**config.mk**
```make
export PLATFORM = sky130hd
export DESIGN_NAME = aes64_round
export DESIGN_NICKNAME = d
export VERILOG_FILES = /design/src/rtl/aes64_round.sv
export SDC_FILE = /design/constraint.sdc
export NUM_CORES = 1
export LEC_CHECK = 0
export ABC_AREA = 1
export BUFFER_PORTS_ARGS = -buffer_cell sky130_fd_sc_hd__buf_2
export CAP_MARGIN = 0
export CORE_MARGIN = 3
export CORE_UTILIZATION = 35
export CTS_CLUSTER_SIZE = 14
export DETAILED_ROUTE_END_ITERATION = 7
export PLACE_DENSITY_LB_ADDON = 0.05
export SYNTH_ARGS = -nofsm -noshare
export SYNTH_HDL_FRONTEND = slang
export SYNTH_SLANG_ARGS = --single-unit
```
**constraint.sdc**
```tcl
create_clock -name clk -period 4.2 [get_ports clk]
set_input_delay 0 -clock clk [delete_from_list [all_inputs] [get_ports clk]]
set_output_delay 0 -clock clk [all_outputs]
set_load 0.01 [all_outputs]
```
**src/rtl/aes64_round.sv**
```systemverilog
// One registered round of 64-bit nibble Simplified-AES: SubNibbles, ShiftRows, MixColumns, AddRoundKey.
// Result is registered one cycle after in_valid; there is no backpressure, so an input is accepted every cycle.
module aes64_round (
   input  logic        clk,
   input  logic        rst,
   input  logic        in_valid,
   input  logic        last_round,
   input  logic [63:0] currentState,
   input  logic [63:0] roundKey,
   output logic [63:0] nextState,
   output logic        out_valid
);

   function automatic logic [3:0] sbox(input logic [3:0] x);
      logic [3:0] y;
      case (x)
         4'h0: y = 4'h9;  4'h1: y = 4'h4;  4'h2: y = 4'hA;  4'h3: y = 4'hB;
         4'h4: y = 4'hD;  4'h5: y = 4'h1;  4'h6: y = 4'h8;  4'h7: y = 4'h5;
         4'h8: y = 4'h6;  4'h9: y = 4'h2;  4'hA: y = 4'h0;  4'hB: y = 4'h3;
         4'hC: y = 4'hC;  4'hD: y = 4'hE;  4'hE: y = 4'hF;  default: y = 4'h7;
      endcase
      return y;
   endfunction

   // Multiply by x in GF(2^4) modulo x^4+x+1.
   function automatic logic [3:0] xtime(input logic [3:0] b);
      return {b[2:0], 1'b0} ^ (b[3] ? 4'h3 : 4'h0);
   endfunction

   function automatic logic [3:0] mul3(input logic [3:0] b);
      return xtime(b) ^ b;
   endfunction

   function automatic logic [63:0] round_fn(input logic [63:0] s, input logic [63:0] k,
                                            input logic last);
      logic [3:0] sn [16];
      logic [3:0] sr [16];
      logic [3:0] mc [16];
      logic [63:0] res;
      // Index i = 4*col + row, nibble 0 in the most significant position.
      for (int i = 0; i < 16; i++) begin
         sn[i] = sbox(s[63-4*i -: 4]);
      end
      for (int c = 0; c < 4; c++) begin
         for (int r = 0; r < 4; r++) begin
            sr[4*c + r] = sn[4*((c + r) % 4) + r];
         end
      end
      for (int c = 0; c < 4; c++) begin
         mc[4*c+0] = xtime(sr[4*c+0]) ^ mul3(sr[4*c+1]) ^ sr[4*c+2] ^ sr[4*c+3];
         mc[4*c+1] = sr[4*c+0] ^ xtime(sr[4*c+1]) ^ mul3(sr[4*c+2]) ^ sr[4*c+3];
         mc[4*c+2] = sr[4*c+0] ^ sr[4*c+1] ^ xtime(sr[4*c+2]) ^ mul3(sr[4*c+3]);
         mc[4*c+3] = mul3(sr[4*c+0]) ^ sr[4*c+1] ^ sr[4*c+2] ^ xtime(sr[4*c+3]);
      end
      res = 64'h0;
      for (int i = 0; i < 16; i++) begin
         res[63-4*i -: 4] = last ? sr[i] : mc[i];
      end
      return res ^ k;
   endfunction

   logic [63:0] round_out;

   always_comb begin
      round_out = round_fn(currentState, roundKey, last_round);
   end

   always_ff @(posedge clk or posedge rst) begin
      if (rst) begin
         nextState <= 64'h0;
         out_valid <= 1'b0;
      end else begin
         out_valid <= in_valid;
         if (in_valid) begin
            nextState <= round_out;
         end
      end
   end

endmodule

```
Word-level counts from Yosys, hierarchy flattened
Memories as Yosys holds them, arrays and structs flattened.
Index checks and enable logic that the tools add are counted.
{"block": "totals", "regBits": 65, "inputBits": 132, "output_inout_bits": 65, "n_memories": 16, "word_cells": 131, "rom_bits": 1024}
{"block": "classes", "mux": 32, "bitwise_logic": 81}
{"memory": "(name not given)", "words": 16, "width": 4, "read_ports": 1, "rd_clocked_by_memory_dff": 0, "wr": 0, "line": "16", "text": "case (x)"}
{"memory": "(name not given)", "words": 16, "width": 4, "read_ports": 1, "rd_clocked_by_memory_dff": 0, "wr": 0, "line": "16"}
{"memory": "(name not given)", "words": 16, "width": 4, "read_ports": 1, "rd_clocked_by_memory_dff": 0, "wr": 0, "line": "16"}
{"memory": "(name not given)", "words": 16, "width": 4, "read_ports": 1, "rd_clocked_by_memory_dff": 0, "wr": 0, "line": "16"}
{"memory": "(name not given)", "words": 16, "width": 4, "read_ports": 1, "rd_clocked_by_memory_dff": 0, "wr": 0, "line": "16"}
{"memory": "(name not given)", "words": 16, "width": 4, "read_ports": 1, "rd_clocked_by_memory_dff": 0, "wr": 0, "line": "16"}
{"memory": "+10 memories"}
{"op": "XOR 4 bit", "n": 64}
{"op": "two-way mux 4 bit", "n": 16}
{"op": "XOR 4 x 2 -> 4 bit", "n": 16}
{"op": "XOR 64 bit", "n": 1}
{"op": "two-way mux 2 bit", "n": 16}

Longest topological paths before layout
Gate-level depths: netlist of the first run.
An unclocked memory read counts as a cell.
{"block": "depth", "word_depth": 9, "depth_mapped": 19, "depth_no_buf": 19}

Worst setup path after synthesis of the first run
Ideal clock, no wire load.
{"block": "synth_timing", "path_kind": "input to register", "start": "in currentState[29]", "end": "reg nextState[20]", "required_time_ns": 4.083, "cell_stages": 13, "setup_time_ns": 0.117, "t_arrival_ns": 1.415, "path_slack_ns": 2.667, "n_path_buf": 0, "cell_sequence": "inv_1 -> ha_1 -> or2_2 -> nand3_1 -> nand2_1 -> xor2_1 -> nand2_1 -> nand3_1 -> nand3_1 -> nand2_1 -> nand2_1 -> nand3_1 -> nand2_1"}
{"block": "synth_between", "elab_chain_len": 6}
{"element": "start, declared", "line": "8", "text": "input logic [63:0] currentState,"}
{"element": "memory read (16 x 4 bit)"}
{"element": "XOR 4 bit (3 in a row)", "line": "52", "text": "mc[4*c+2] = sr[4*c+0] ^ sr[4*c+1] ^ xtime(sr[4*c+2]) ^ mul3(sr[4*c+3]);"}
{"element": "two-way mux 4 bit", "line": "57", "text": "res[63-4*i -: 4] = last ? sr[i] : mc[i];"}
{"element": "XOR 64 bit", "line": "59", "text": "return res ^ k;"}
{"element": "end signal, assigned", "line": "75", "text": "nextState <= round_out;"}
{"element": "end, declared", "line": "10", "text": "output logic [63:0] nextState,"}
No other way between the ends.
A chain may end at the register's enable or synchronous reset.

Final worst setup path of the first run
{"block": "layout_timing", "start": "in currentState[13]", "end": "reg nextState[6]"}
The elaborated chain is that of the path after synthesis.

==> metrics.md, run 1 <==
| Metric | Value |
|---|---|
| Synth Register Bits | `65` |
| Number of enable flip-flop cells after synthesis | `0` |
| Hold wc startpoint | `roundKey[22]` |
| Cells after DPL | `~2700` |
| Min Hold Slack | `~0.019 ns` |
| Hold WC Path Type | `in2reg` |
| Cell area after layout | `0.0134 mm²` |
| # port buffers | `between 150 and 200` |
| RePlAce Congestion | `around 0.9` |
| Largest net degree at the start of global routing | `66` |
| Total GRT Usage | `0.208` |
| Max rail drop VDD | `198 µV` |
| Min Tclk post-route | `roughly 1.7 ns` |
| Placed Area | `between 0.01 and 0.015 mm²` |
| Clock Sinks | `between 60 and 70` |
| Fmax | `around 0.61 GHz` |
| Layout Cells excl Fill | `around 2700` |
| Die area | `0.0344 mm²` |
| Max Buffers Root-to-Sink | `2` |
| Initial antenna violation count | `1` |
| Setup CP Type | `in2reg` |
| Required @ worst endpoint | `approximately 4.4 ns` |
| Hold buffers post-CTS | `between 60 and 70` |
| I/O pins | `197` |
| Share of post-route cells with drive strength above 1 | `0.135` |
| Final period util | `0.393` |
| Lkg Pwr | `just over 8 nW` |
| Startpoint Class | `input port` |
| Endpoint, Worst Hold | `nextState[22]$_DFFE_PP0P_` |
| Die H | `roughly 190 µm` |
| WL final | `approximately 36 mm` |
| Slew HR | `0.400` |
| RSZ-0062 raised after global routing | `false` |
| Crit path DAT | `1.88 ns` |
| R2r startpoint | `nextState[46]$_DFFE_PP0P_` |
| CTS Buf Count | `9` |
| Die width | `~190 µm` |
| Starting Density | `0.357` |
| Instance count of the mapped netlist | `about 2100` |
| Final Hold Viols | `0` |
| Area growth, synth to finish | `19.0%` |
| Place WS | `roughly 2.2 ns` |
| Worst Tran Pin Value | `between 0.8 and 0.9 ns` |
| Most frequent cells in the layout | `1135 x nand2_1, 347 x nand3_1, 196 x buf_2, 181 x inv_1, 99 x ha_1` |
| Setup Skew | `0 ns` |
| DR vias | `approximately 13000` |
| DP HPWL | `28.4 mm` |
| Async set or reset register ratio after synthesis | `1.00` |
| Cell Pwr Density | `roughly 250 mW/mm²` |
| Core footprint | `0.0316 mm²` |
| # Post-CTS Setup Buffers | `0` |
| R2R depth | `2` |
| Initial DRC count | `~670` |
| CTS root buf | `clkbuf_16` |
| Final Worst Setup Slack | `2.55 ns` |
| Max Cap Viol | `0` |
| Number of fill cells in the layout | `about 3500` |
| GRT overflow | `0` |
| CTS tree | `yes` |
| DR pass1 iterations | `6` |
| Most common cell after layout, fill and taps aside | `nand2_1` |
| H-tree levels | `3` |
| Post-synth top flop | `dfrtp_1` |
| Syn. warnings | `0` |
| Design Power | `roughly 3.4 mW` |
| DRC | `0` |
| Synthesized Nets | `around 2300` |
| Sequential fraction of the synthesis area | `0.144` |
| First-pass GRT wire length | `around 59 mm` |
| Hold depth | `5` |
| Crit. End Element | `flip-flop` |
| Setup TNS | `0 ns` |
| Crit Path Max Fanout | `6` |
| Layout net count | `around 2600` |
| Fin util | `0.424` |
| Pins Over Slew Limit | `0` |
| Number of global-route vias before repair | `roughly 12000` |
| Worst R2R End | `nextState[46]$_DFFE_PP0P_` |
| Post_cts resized | `0` |
| Routed WL per cell | `~13 µm` |
| Mapped Area | `between 0.01 and 0.015 mm²` |
| Vias per cell | `between 4 and 5` |
| Routed Antenna Nets | `0` |
| Row count | `between 60 and 70` |
| Worst-path clk slew | `0.06 ns` |
| Syn_area_per_cell | `~5.4 µm²` |
| Status | `completed` |
| Clk_lat worst skew | `about 0.34 ns` |
| Final setup vio count | `0` |
| Reg-to-reg slack, setup | `3.54 ns` |
| Unique masters post-synth | `40` |
## cells by family (layout without fill, tap and decap cells)
kind of cell | Yosys count | in the layout | synth area share
adders and majority gates | 99 | 99 | 0.110
and+or+nand+nor | 1593 | 1593 | 0.594
other | 0 | 1 | 0
buffers and inverters | 259 | 496 | 0.0965
DFF | 65 | 65 | 0.144
AOI/OAI and AO/OA | 61 | 61 | 0.0362
xor gates and xnor gates | 22 | 22 | 0.0191
## flip-flops by register name, indices dropped and copies added (netlist names)
| name | count |
|---|---|
| nextState | 64 |
| out_valid | 1 |
## report_power, final
part           leakage [nW]  switching [mW]  internal [mW]
logic                  7.35            1.22          0.652
clock network         0.128           0.304          0.395
registers             0.779          0.0587          0.728
## routing by layer
metal  global-route usage  up-vias  wire length [µm]  share of wire
met4               0.0447        0               577          0.016
met1                0.280     5901             17700           0.48
met3               0.0250       36              1400          0.038
li1                     -     7018                 -              -
met5                    0        -                 0              0
met2                0.358      259             16800           0.46
## final cells by class
| type | count | area [µm²] | area share |
|---|---|---|---|
| timing repair buffer | 263 | 1640 | 0.122 |
| sequential | 65 | 1630 | 0.121 |
| inverter | 217 | 822 | 0.0612 |
| tap | 402 | 503 | 0.0375 |
| antenna | 1 | 2.50 | 0.000186 |
| clock buffer | 10 | 229 | 0.0171 |
| multi-input combinational | 1775 | 8570 | 0.638 |
| clock inverter | 6 | 35.0 | 0.00261 |
## synth_stat cells, types with 5 or more instances
library cell / count / share of area
nand2_1: 1135 / 0.38
nand3_1: 347 / 0.15
inv_1: 183 / 0.061
ha_1: 99 / 0.11
dfrtp_1: 65 / 0.14
nor2_1: 33 / 0.011
inv_2: 32 / 0.011
nand3b_1: 32 / 0.021
nand2_2: 26 / 0.014
o21ai_0: 19 / 0.0084
buf_2: 14 / 0.0062
clkbuf_1: 12 / 0.0040
xor2_1: 12 / 0.0093
o21ai_1: 11 / 0.0049
a21oi_2: 9 / 0.0070
a21oi_1: 7 / 0.0031
o21ai_2: 7 / 0.0054
xnor2_1: 7 / 0.0054
buf_4: 6 / 0.0040
clkbuf_8: 6 / 0.0073
nand3_2: 6 / 0.0053
nand2_4: 5 / 0.0050
## worst max-delay path by stage
stage / slack [ns] / startpoint / to / depth (start not counted)
after detailed placement: 2.16 / currentState[13] / nextState[6]$_DFFE_PP0P_ / 17
after floorplan: 2.57 / rst / nextState[0]$_DFFE_PP0P_ / 1
after global placement: 2.15 / currentState[13] / nextState[6]$_DFFE_PP0P_ / 17
final: 2.55 / currentState[13] / nextState[6]$_DFFE_PP0P_ / 17
after CTS: 2.54 / currentState[13] / nextState[6]$_DFFE_PP0P_ / 17
after global routing: 2.30 / currentState[13] / nextState[6]$_DFFE_PP0P_ / 17
## critical path, stage by stage
cell	delay [ns]
buf_2	0.13
inv_1	0.09
ha_1	0.30
nand2_1	0.07
o21ai_0	0.10
o21ai_2	0.29
inv_1	0.14
nand2_1	0.12
nand3_1	0.11
nand2_1	0.08
nand2_1	0.04
nand2_1	0.09
nand2_1	0.08
nand2_1	0.07
nand2_1	0.05
nand3_1	0.06
nand2_1	0.06
No activity file was read; power rests on OpenSTA's default activity.
==> run 2, diff against run 1 <==
ABC_AREA = 0   (was 1)
clock period = 1.6 ns   (was 4.2 ns; I/O delays follow)
==> run 2 against run 1 <==
- the flow now finishes with violations (setup timing)
- routed wire length fell by 24%
- core utilization rose by 22 points
- synthesized cell count fell by 57%
- non-clock buffer count rose by 255
- critical endpoint is now nextState[28]$_DFFE_PP0P_
- count of clock-buffer cells in the layout did not move
- register-to-register slack got worse by 2.9 ns
- setup slack got worse by 2.8 ns
- sequential share of layout area fell by 2.3 points
- combinational power rose to 4.5 times the previous value
- total power rose to 3.9 times the previous value
==> metrics.md, run 2 <==
| Metric | Value |
|---|---|
| Startpoint Class | `input port` |
| Number of enable flip-flop cells after synthesis | `0 (unchanged)` |
| Final Hold Viols | `0 (unchanged)` |
| Area taken by multi-input logic gates | `0.00923 mm² (+7.7%)` |
| Cells after DPL | `1614 (-39%)` |
| Synth Register Bits | `65 (unchanged)` |
| Max Buffers Root-to-Sink | `2 (unchanged)` |
| Die H | `168 µm (-9.6%)` |
| Fin util | `0.648 (+0.223)` |
| Top delay family on crit path | `XOR/XNOR gates` |
| I/O pins | `197 (unchanged)` |
| GRT overflow | `0 (unchanged)` |
| Biggest cell delay along the critical path | `0.53 ns (+0.23 ns)` |
| Clk_lat worst skew | `0.34 ns (about the same)` |
| Core footprint | `0.0255 mm² (-19%)` |
| Unique masters post-synth | `63 (+57%)` |
| DP HPWL | `21.1 mm (-26%)` |
| Synthesized Nets | `1140 (-51%)` |
| # port buffers | `196 (unchanged)` |
| H-tree levels | `3 (unchanged)` |
| Adder-cell area share of the yosys netlist | `0.135 (+0.0254)` |
| Max rail drop VDD | `537 µV (+170%)` |
| RePlAce Congestion | `0.780 (-11%)` |
| Slew HR | `0.606 (+0.205)` |
| Setup Skew | `0 ns (unchanged)` |
| Syn. warnings | `0 (unchanged)` |
| Async set or reset register ratio after synthesis | `1.00 (unchanged)` |
| Reg-to-reg slack, setup | `0.62 ns (-2.92 ns)` |
| Dominant cell type by area after synthesis | `dfrtp_1` |
| WP buf/inv | `5 (+2)` |
| Total GRT Usage | `0.195 (-0.0127)` |
| Syn_area_per_cell | `10.1 µm² (+88%)` |
| Cell Pwr Density | `800 mW/mm² (+220%)` |
| Most common library cells after synthesis | `101 x xnor2_1, 99 x ha_1, 74 x xor2_1` |
| CTS root buf | `clkbuf_16` |
| Min Tclk post-route | `between 1.5 and 2 ns` |
| Most flops, register | `nextState` |
| Crit. End Element | `flip-flop` |
| Routed WL per cell | `16.0 µm (+21%)` |
| Simple-Gate Fraction of Synth Area | `0.101 (-0.493)` |
| Status | `complete, but fails checks` |
| Die width | `168 µm (-9.6%)` |
| Fmax | `around 0.54 GHz` |
| Post-synthesis mux area share | `0.119 (+0.119)` |
| Number of fill cells in the layout | `2074 (-41%)` |
| Flop pwr share | `0.186 (-0.048)` |
| RSZ-0062 raised after global routing | `true` |
| Setup CP Type | `in2reg` |
| Number of global-route vias before repair | `8584 (-29%)` |
| Max FFs per register | `64 (unchanged)` |
| Hold WC Path Type | `in2reg` |
| Switching Fraction | `0.353 (-0.118)` |
| Instance count of the mapped netlist | `909 (-57%)` |
| CTS tree | `yes` |
| Compound-cell area share of the yosys netlist | `0.116 (+0.0794)` |
| Sequential fraction of the synthesis area | `0.177 (+0.0333)` |
| Worst-path clk slew | `0.06 ns (about the same)` |
| Clock power share | `0.177 (-0.031)` |
| DRC | `0 (unchanged)` |
| Post-Synth XOR/XNOR Area | `0.302 (+0.283)` |
| Synth top area cells | `dfrtp_1 18%, ha_1 14%, xnor2_1 9.7%` |
| Combinational share of power | `0.638 (+0.081)` |
| Main combinational cell family by area after synthesis | `XOR/XNOR gates` |
| Crit Path Max Fanout | `4 (-2)` |
| Lkg Pwr | `7.54 nW (-8.6%)` |
| Synth top area share | `0.177 (-0.200)` |
| Worst Tran Pin Value | `0.590 ns (-0.310 ns)` |
| P_sw | `4.67 mW (+200%)` |
| Required @ worst endpoint | `1.84 ns (-2.59 ns)` |
| Final Worst Setup Slack | `-0.237 ns (-2.79 ns)` |
| Pins Over Slew Limit | `0 (unchanged)` |
| Post-synth top flop | `dfrtp_1` |
| Share of post-route cells with drive strength above 1 | `0.603 (+0.467)` |
| Clock Sinks | `65 (unchanged)` |
| FF+latch area | `0.00163 mm² (unchanged)` |
| Layout Cells excl Fill | `1733 (-37%)` |
| Failing checks | `setup timing` |
| Internal power component | `8.54 mW (+380%)` |
| Most frequent cells in the layout | `215 x buf_4, 163 x buf_2, 65 x dfrtp_1, 62 x xnor2_1, 62 x buf_6` |
| DR pass1 iterations | `4 (-2)` |
| Routed Antenna Nets | `0 (unchanged)` |
| Design Power | `13.2 mW (+290%)` |
| Max Cap Viol | `0 (unchanged)` |
| Final setup vio count | `46 (+46)` |
| WL final | `27.8 mm (-24%)` |
| Initial DRC count | `220 (-67%)` |
| DR vias | `8164 (-38%)` |
| Area growth, synth to finish | `80.0%` |
| Crit path DAT | `2.07 ns (+0.19 ns)` |
| Crit path cell chain | `buf_12 > inv_6 > ha_4 > inv_2 > mux4_2 > buf_4 > buf_6 > xnor3_1 > o21ai_2 > xor2_1 > a21oi_1` |
| Row count | `58 (-11%)` |
| Initial antenna violation count | `5 (+4)` |
| Vias per cell | `4.71 (-2.4%)` |
| Most frequent cell after synthesis | `xnor2_1` |
| Die area | `0.0282 mm² (-18%)` |
| Worst-path cell with the longest stage delay | `mux4_2` |
| Biggest regs | `nextState: 64 flops, out_valid: 1 flops` |
| CTS Buf Count | `9 (unchanged)` |
| Final period util | `1.15` |
| Layout net count | `1626 (-37%)` |
| Most common cell after layout, fill and taps aside | `buf_4` |
| Mapped Area | `0.00916 mm² (-19%)` |
| Largest net degree at the start of global routing | `66 (unchanged)` |
| First-pass GRT wire length | `44.8 mm (-25%)` |
| Starting Density | `0.360 (+0.00315)` |
[run 2: cell types whose count changed after synthesis, sizes merged, moves of 16 or more]
cell / before / now
nor2: 36 / 59
nand2: 1166 / 57
a21oi: 17 / 35
nand3: 353 / 1
xnor2: 10 / 107
mux2i: 0 / 49
xor2: 12 / 77
inv: 217 / 67
mux4: 0 / 16
xnor3: 0 / 34
nand3b: 32 / 8
nor2b: 0 / 16
mux2: 0 / 20
[run 2: cell type report]
| class | instances | area share |
|---|---|---|
| Multi-Input combinational cell | 734 | 0.560 |
| Antenna cell | 4 | 0.000607 |
| Clock inverter | 5 | 0.00637 |
| Sequential cell | 65 | 0.0986 |
| Tap cell | 330 | 0.0250 |
| Timing Repair Buffer | 518 | 0.262 |
| Clock buffer | 10 | 0.0139 |
| Inverter | 67 | 0.0338 |
[run 2: worst register-to-register path: stages (launching register included)]
cell       delay (ns)
dfrtp_1          0.39
o2bb2ai_1        0.12
or3_1            0.36
[run 2: path summary, 6_finish.rpt]
check / start / cells after the start / endpoint
min in group asynchronous: rst / 4 / nextState[32]$_DFFE_PP0P_
max in group asynchronous: rst / 4 / nextState[20]$_DFFE_PP0P_
worst max register to register: nextState[58]$_DFFE_PP0P_ / 2 / nextState[58]$_DFFE_PP0P_
worst max-delay path: currentState[9] / 11 / nextState[28]$_DFFE_PP0P_
worst min register to register: nextState[29]$_DFFE_PP0P_ / 1 / nextState[29]$_DFFE_PP0P_
worst min-delay path: roundKey[37] / 3 / nextState[37]$_DFFE_PP0P_
[run 2: cell families after synthesis]
family	after synthesis
adder cells (fa/ha/maj)	99
AO/OA/AOI/OAI	126
XOR/XNOR	231
buffers and inverters	110
AND/OR/NAND/NOR	193
flip-flops	65
multiplexers	85
[run 2: routing by layer]
layer / global-route usage / vias to the layer above / wire length (µm)
met1: 0.252 / 3946 / 12000
li1: - / 4050 / -
met2: 0.343 / 138 / 14300
met4: 0.0509 / 2 / 427
met3: 0.0291 / 28 / 995
met5: 0 / - / 13
[run 2: metrics by stage]
step / TNS (ns) / area (µm²) / setup WS [ns] / hold WS [ns]
after global routing: -8.65 / 16500 / -0.284 / 0.0225
after floorplan: -10.31 / 10600 / -0.453 / 0.0314
after global placement: -35.91 / 13500 / -0.753 / 0.139
after CTS: -4.63 / 15600 / -0.196 / 0.00265
after detailed placement: -36.95 / 13500 / -0.744 / 0.136
final: -4.95 / 16500 / -0.237 / 0.0108
[run 2: repair_timing]
| item | 4_1_cts | 5_1_grt |
|---|---|---|
| pin swaps | 131 | 94 |
| endpoints found under the hold margin | 97 | 0 |
| setup endpoints to repair | 64 | 64 |
| buffers inserted | 44 | 33 |
| resized for setup | 261 | 121 |
| hold buffers | 33 | 0 |
[run 2: power groups by stage]
stage / clock [mW] / sequential (mW) / combinational (mW)
floorplan: 0 / 2.69 / 4.37
global placement: 0 / 2.46 / 7.02
detailed placement: 0 / 2.46 / 7.07
CTS: 2.40 / 2.45 / 7.90
global route: 2.45 / 2.53 / 9.06
finish: 2.33 / 2.45 / 8.42
==> run 3, diff against run 2 <==
CORE_UTILIZATION = 57   (was 35)
==> run 3 against run 2 <==
- the flow now stops in clock tree synthesis
- area after synthesis is the same
- synthesized cell count is the same
==> metrics.md, run 3 <==
| Metric | Value |
|---|---|
| Die H | `133 µm (-21%)` |
| DP HPWL | `21.2 mm (+0.47%)` |
| # port buffers | `196 (unchanged)` |
| Synth Register Bits | `65 (unchanged)` |
| CTS Buf Count | `9 (unchanged)` |
| Mapped Area | `0.00916 mm² (unchanged)` |
| Syn_area_per_cell | `10.1 µm² (unchanged)` |
| Failed at | `clock tree synthesis` |
| CTS root buf | `clkbuf_16` |
| Starting Density | `0.592 (+0.232)` |
| Most frequent cell after synthesis | `xnor2_1` |
| Die width | `133 µm (-21%)` |
| Post-synth top flop | `dfrtp_1` |
| Synth top area share | `0.177 (unchanged)` |
| H-tree levels | `3 (unchanged)` |
| Status | `aborted with a tool error` |
| Clock Sinks | `65 (unchanged)` |
| RePlAce Congestion | `0.887 (+14%)` |
| # Post-CTS Setup Buffers | `56 (+27%)` |
| Hold buffers post-CTS | `34 (+3.0%)` |
| Unique masters post-synth | `63 (unchanged)` |
| Sequential fraction of the synthesis area | `0.177 (unchanged)` |
| Post_cts resized | `322 (+23%)` |
| Most common library cells after synthesis | `101 x xnor2_1, 99 x ha_1, 74 x xor2_1` |
| Syn. warnings | `0 (unchanged)` |
| Synth top area cells | `dfrtp_1 18%, ha_1 14%, xnor2_1 9.7%` |
| Stop err | `[ERROR DPL-0038] Utilization greater than 100%, impossible to legalize` |
| Max Buffers Root-to-Sink | `2 (unchanged)` |
| Async set or reset register ratio after synthesis | `1.00 (unchanged)` |
| Instance count of the mapped netlist | `909 (unchanged)` |
| Number of enable flip-flop cells after synthesis | `0 (unchanged)` |
| Row count | `45 (-22%)` |
| Dominant cell type by area after synthesis | `dfrtp_1` |
| Placed Area | `0.0134 mm² (-1.0%)` |
| Synthesized Nets | `1140 (unchanged)` |
| I/O pins | `197 (unchanged)` |
run 3: cell counts after synthesis:
Identical to the previous run, type by type.
run 3: kinds of logic after synthesis:
family                     after synthesis  synth area share
xor gates and xnor gates               231             0.302
buffers and inverters                  110            0.0493
and+or+nand+nor                        193             0.101
muxes                                   85             0.119
DFF                                     65             0.177
adders and majority gates               99             0.135
AOI/OAI and AO/OA                      126             0.116
run 3: stage by stage:
| step | setup WS [ns] | hold slack (ns) | instances | setup TNS (ns) |
|---|---|---|---|---|
| 2_1_floorplan | -0.453 | 0.0314 | 909 | -10.31 |
| 3_3_place_gp | -0.647 | 0.0688 | 1505 | -34.21 |
| 3_5_place_dp | -0.710 | 0.0645 | 1505 | -37.40 |
==> run 4, diff against run 3 <==
CORE_UTILIZATION = 40   (was 57)
CTS_CLUSTER_SIZE = not set   (was 14)
PLACE_DENSITY_LB_ADDON = 0.15   (was 0.05)
==> run 4 against run 3 <==
- the flow now finishes, with violations (setup timing)
==> metrics.md, run 4 (synthesis gave the netlist of run 2 again) <==
| Metric | Value |
|---|---|
| Status | `complete, but fails checks` |
| Failing checks | `setup timing` |
| Crit path DAT | `a little over 2 ns` |
| Number of fill cells in the layout | `1523` |
| Die H | `157 µm (+18%)` |
| Final period util | `1.16` |
| Critical path launch point | `currentState[17]` |
| Fmax | `~0.54 GHz` |
| Place WS | `-0.708 ns (+0.00217 ns)` |
| Number of global-route vias before repair | `around 8500` |
| Routed Antenna Nets | `0` |
| Endpoint, Worst Hold | `nextState[46]$_DFFE_PP0P_` |
| Core footprint | `0.0222 mm²` |
| Initial antenna violation count | `4` |
| Setup CP Type | `in2reg` |
| Clk_lat worst skew | `approximately 0.34 ns` |
| Lkg Pwr | `between 7 and 8 nW` |
| Design Power | `around 13 mW` |
| Setup Skew | `0 ns` |
| Most frequent cells in the layout | `198 x buf_4, 161 x buf_2, 68 x buf_6, 65 x dfrtp_1, 62 x xnor2_1` |
| CTS tree | `yes` |
| Reg-to-reg slack, setup | `a little under 0.6 ns` |
| WL final | `~27 mm` |
| Hold WC Path Type | `in2reg` |
| Layout net count | `1605` |
| DP HPWL | `20.8 mm (-2.0%)` |
| Initial DRC count | `231` |
| Clock Sinks | `65 (unchanged)` |
| Hold wc startpoint | `roundKey[46]` |
| CTS Buf Count | `9 (unchanged)` |
| Final setup vio count | `50` |
| Worst R2R End | `nextState[58]$_DFFE_PP0P_` |
| I/O pins | `197 (unchanged)` |
| Min Tclk post-route | `1.86 ns` |
| R2R depth | `2` |
| Starting Density | `0.414 (-0.178)` |
| Max rail drop VDD | `about 660 µV` |
| Total GRT Usage | `0.220` |
| DR pass1 iterations | `4` |
| Required @ worst endpoint | `1.81 ns` |
| Biggest regs | `nextState: 64 flops, out_valid: 1 flops` |
| Final Hold Viols | `0` |
| Row count | `54 (+20%)` |
| Hold depth | `3` |
| Largest net degree at the start of global routing | `66` |
| GRT overflow | `0` |
| Crit. End Element | `flip-flop` |
| Die width | `157 µm (+18%)` |
| Worst-path clk slew | `roughly 0.060 ns` |
| Layout Cells excl Fill | `~1700` |
| Max Buffers Root-to-Sink | `2 (unchanged)` |
| Cell Pwr Density | `809 mW/mm²` |
| Max Cap Viol | `0` |
| Area growth, synth to finish | `76.6%` |
| CTS root buf | `clkbuf_16` |
| Die area | `between 0.02 and 0.025 mm²` |
| Startpoint Class | `input port` |
| # port buffers | `196 (unchanged)` |
| DR vias | `8160` |
| Share of post-route cells with drive strength above 1 | `0.601` |
| Cells after DPL | `1551 (+3.1%)` |
| Vias per cell | `~5` |
| Final Worst Setup Slack | `-0.259 ns` |
| RSZ-0062 raised after global routing | `true` |
| H-tree levels | `3 (unchanged)` |
| RePlAce Congestion | `0.814 (-8.2%)` |
| Max FFs per register | `64` |
| Pins Over Slew Limit | `0` |
| R2r startpoint | `nextState[58]$_DFFE_PP0P_` |
| Slew HR | `0.648` |
| Most common cell after layout, fill and taps aside | `buf_4` |
| Most flops, register | `nextState` |
| Routed WL per cell | `between 15 and 20 µm` |
| First-pass GRT wire length | `43.5 mm` |
| Worst Tran Pin Value | `~0.53 ns` |
| Crit Path Max Fanout | `4` |
| DRC | `0` |
-- run 4: layout make-up --
class                      instances  area (µm²)  area share
multi-input combinational        734        9190       0.568
sequential                        65        1630       0.101
tap                              280         350      0.0217
inverter                          67         567      0.0350
timing repair buffer             497        4120       0.255
clock buffer                      10         239      0.0148
antenna                            1        2.50    0.000155
clock inverter                     6        90.1     0.00557
-- run 4: worst max path at each step --
| stage | cells past startpoint | slack (ns) | end |
|---|---|---|---|
| finish | 11 | -0.26 | nextState[12]$_DFFE_PP0P_ |
| detailed placement | 11 | -0.71 | nextState[44]$_DFFE_PP0P_ |
| global placement | 9 | -0.72 | nextState[40]$_DFFE_PP0P_ |
| floorplan | 9 | -0.45 | nextState[24]$_DFFE_PP0P_ |
| global route | 11 | -0.30 | nextState[32]$_DFFE_PP0P_ |
| CTS | 9 | -0.20 | nextState[40]$_DFFE_PP0P_ |
-- run 4: worst max-delay path, stage by stage --
cell      delay [ns]
buf_12          0.10
clkinv_8        0.05
ha_4            0.27
inv_2           0.03
mux4_2          0.48
buf_6           0.15
xnor3_1         0.39
xnor2_2         0.16
o21ai_2         0.20
xor2_1          0.17
a21oi_1         0.08
-- run 4: what timing repair did --
action | CTS | global route
pin swaps | 127 | 99
gates resized for setup | 275 | 113
hold buffers | 30 | 0
buffers inserted | 46 | 23
endpoints found under the hold margin | 94 | 0
setup endpoints to repair | 64 | 64
-- run 4: layer usage --
metal	up-vias	global-route usage	share of wire
met5	-	0	0.0012
met4	6	0.0421	0.012
met3	28	0.0465	0.048
met2	159	0.396	0.53
met1	3959	0.273	0.41
li1	4008	-	-
-- run 4: through the flow --
stage	hold WS [ns]	utilization	instance area, µm²	setup TNS [ns]
2_1_floorplan	0.0314	-	10600	-10.31
3_3_place_gp	0.141	0.601	13300	-35.25
3_5_place_dp	0.146	0.601	13300	-36.62
4_1_cts	0.000625	0.696	15400	-4.18
5_1_grt	0.000786	0.730	16200	-8.96
6_report	0.0231	0.730	16200	-5.34
-- run 4: power breakdown --
part / total (mW) / internal, mW / leakage, nW / switching, mW
Clock: 2.28 / 1.41 / 0.159 / 0.867
Sequential: 2.47 / 2.16 / 0.756 / 0.314
Combinational: 8.34 / 4.77 / 6.50 / 3.57
Total: 13.1 / 8.34 / 7.41 / 4.75
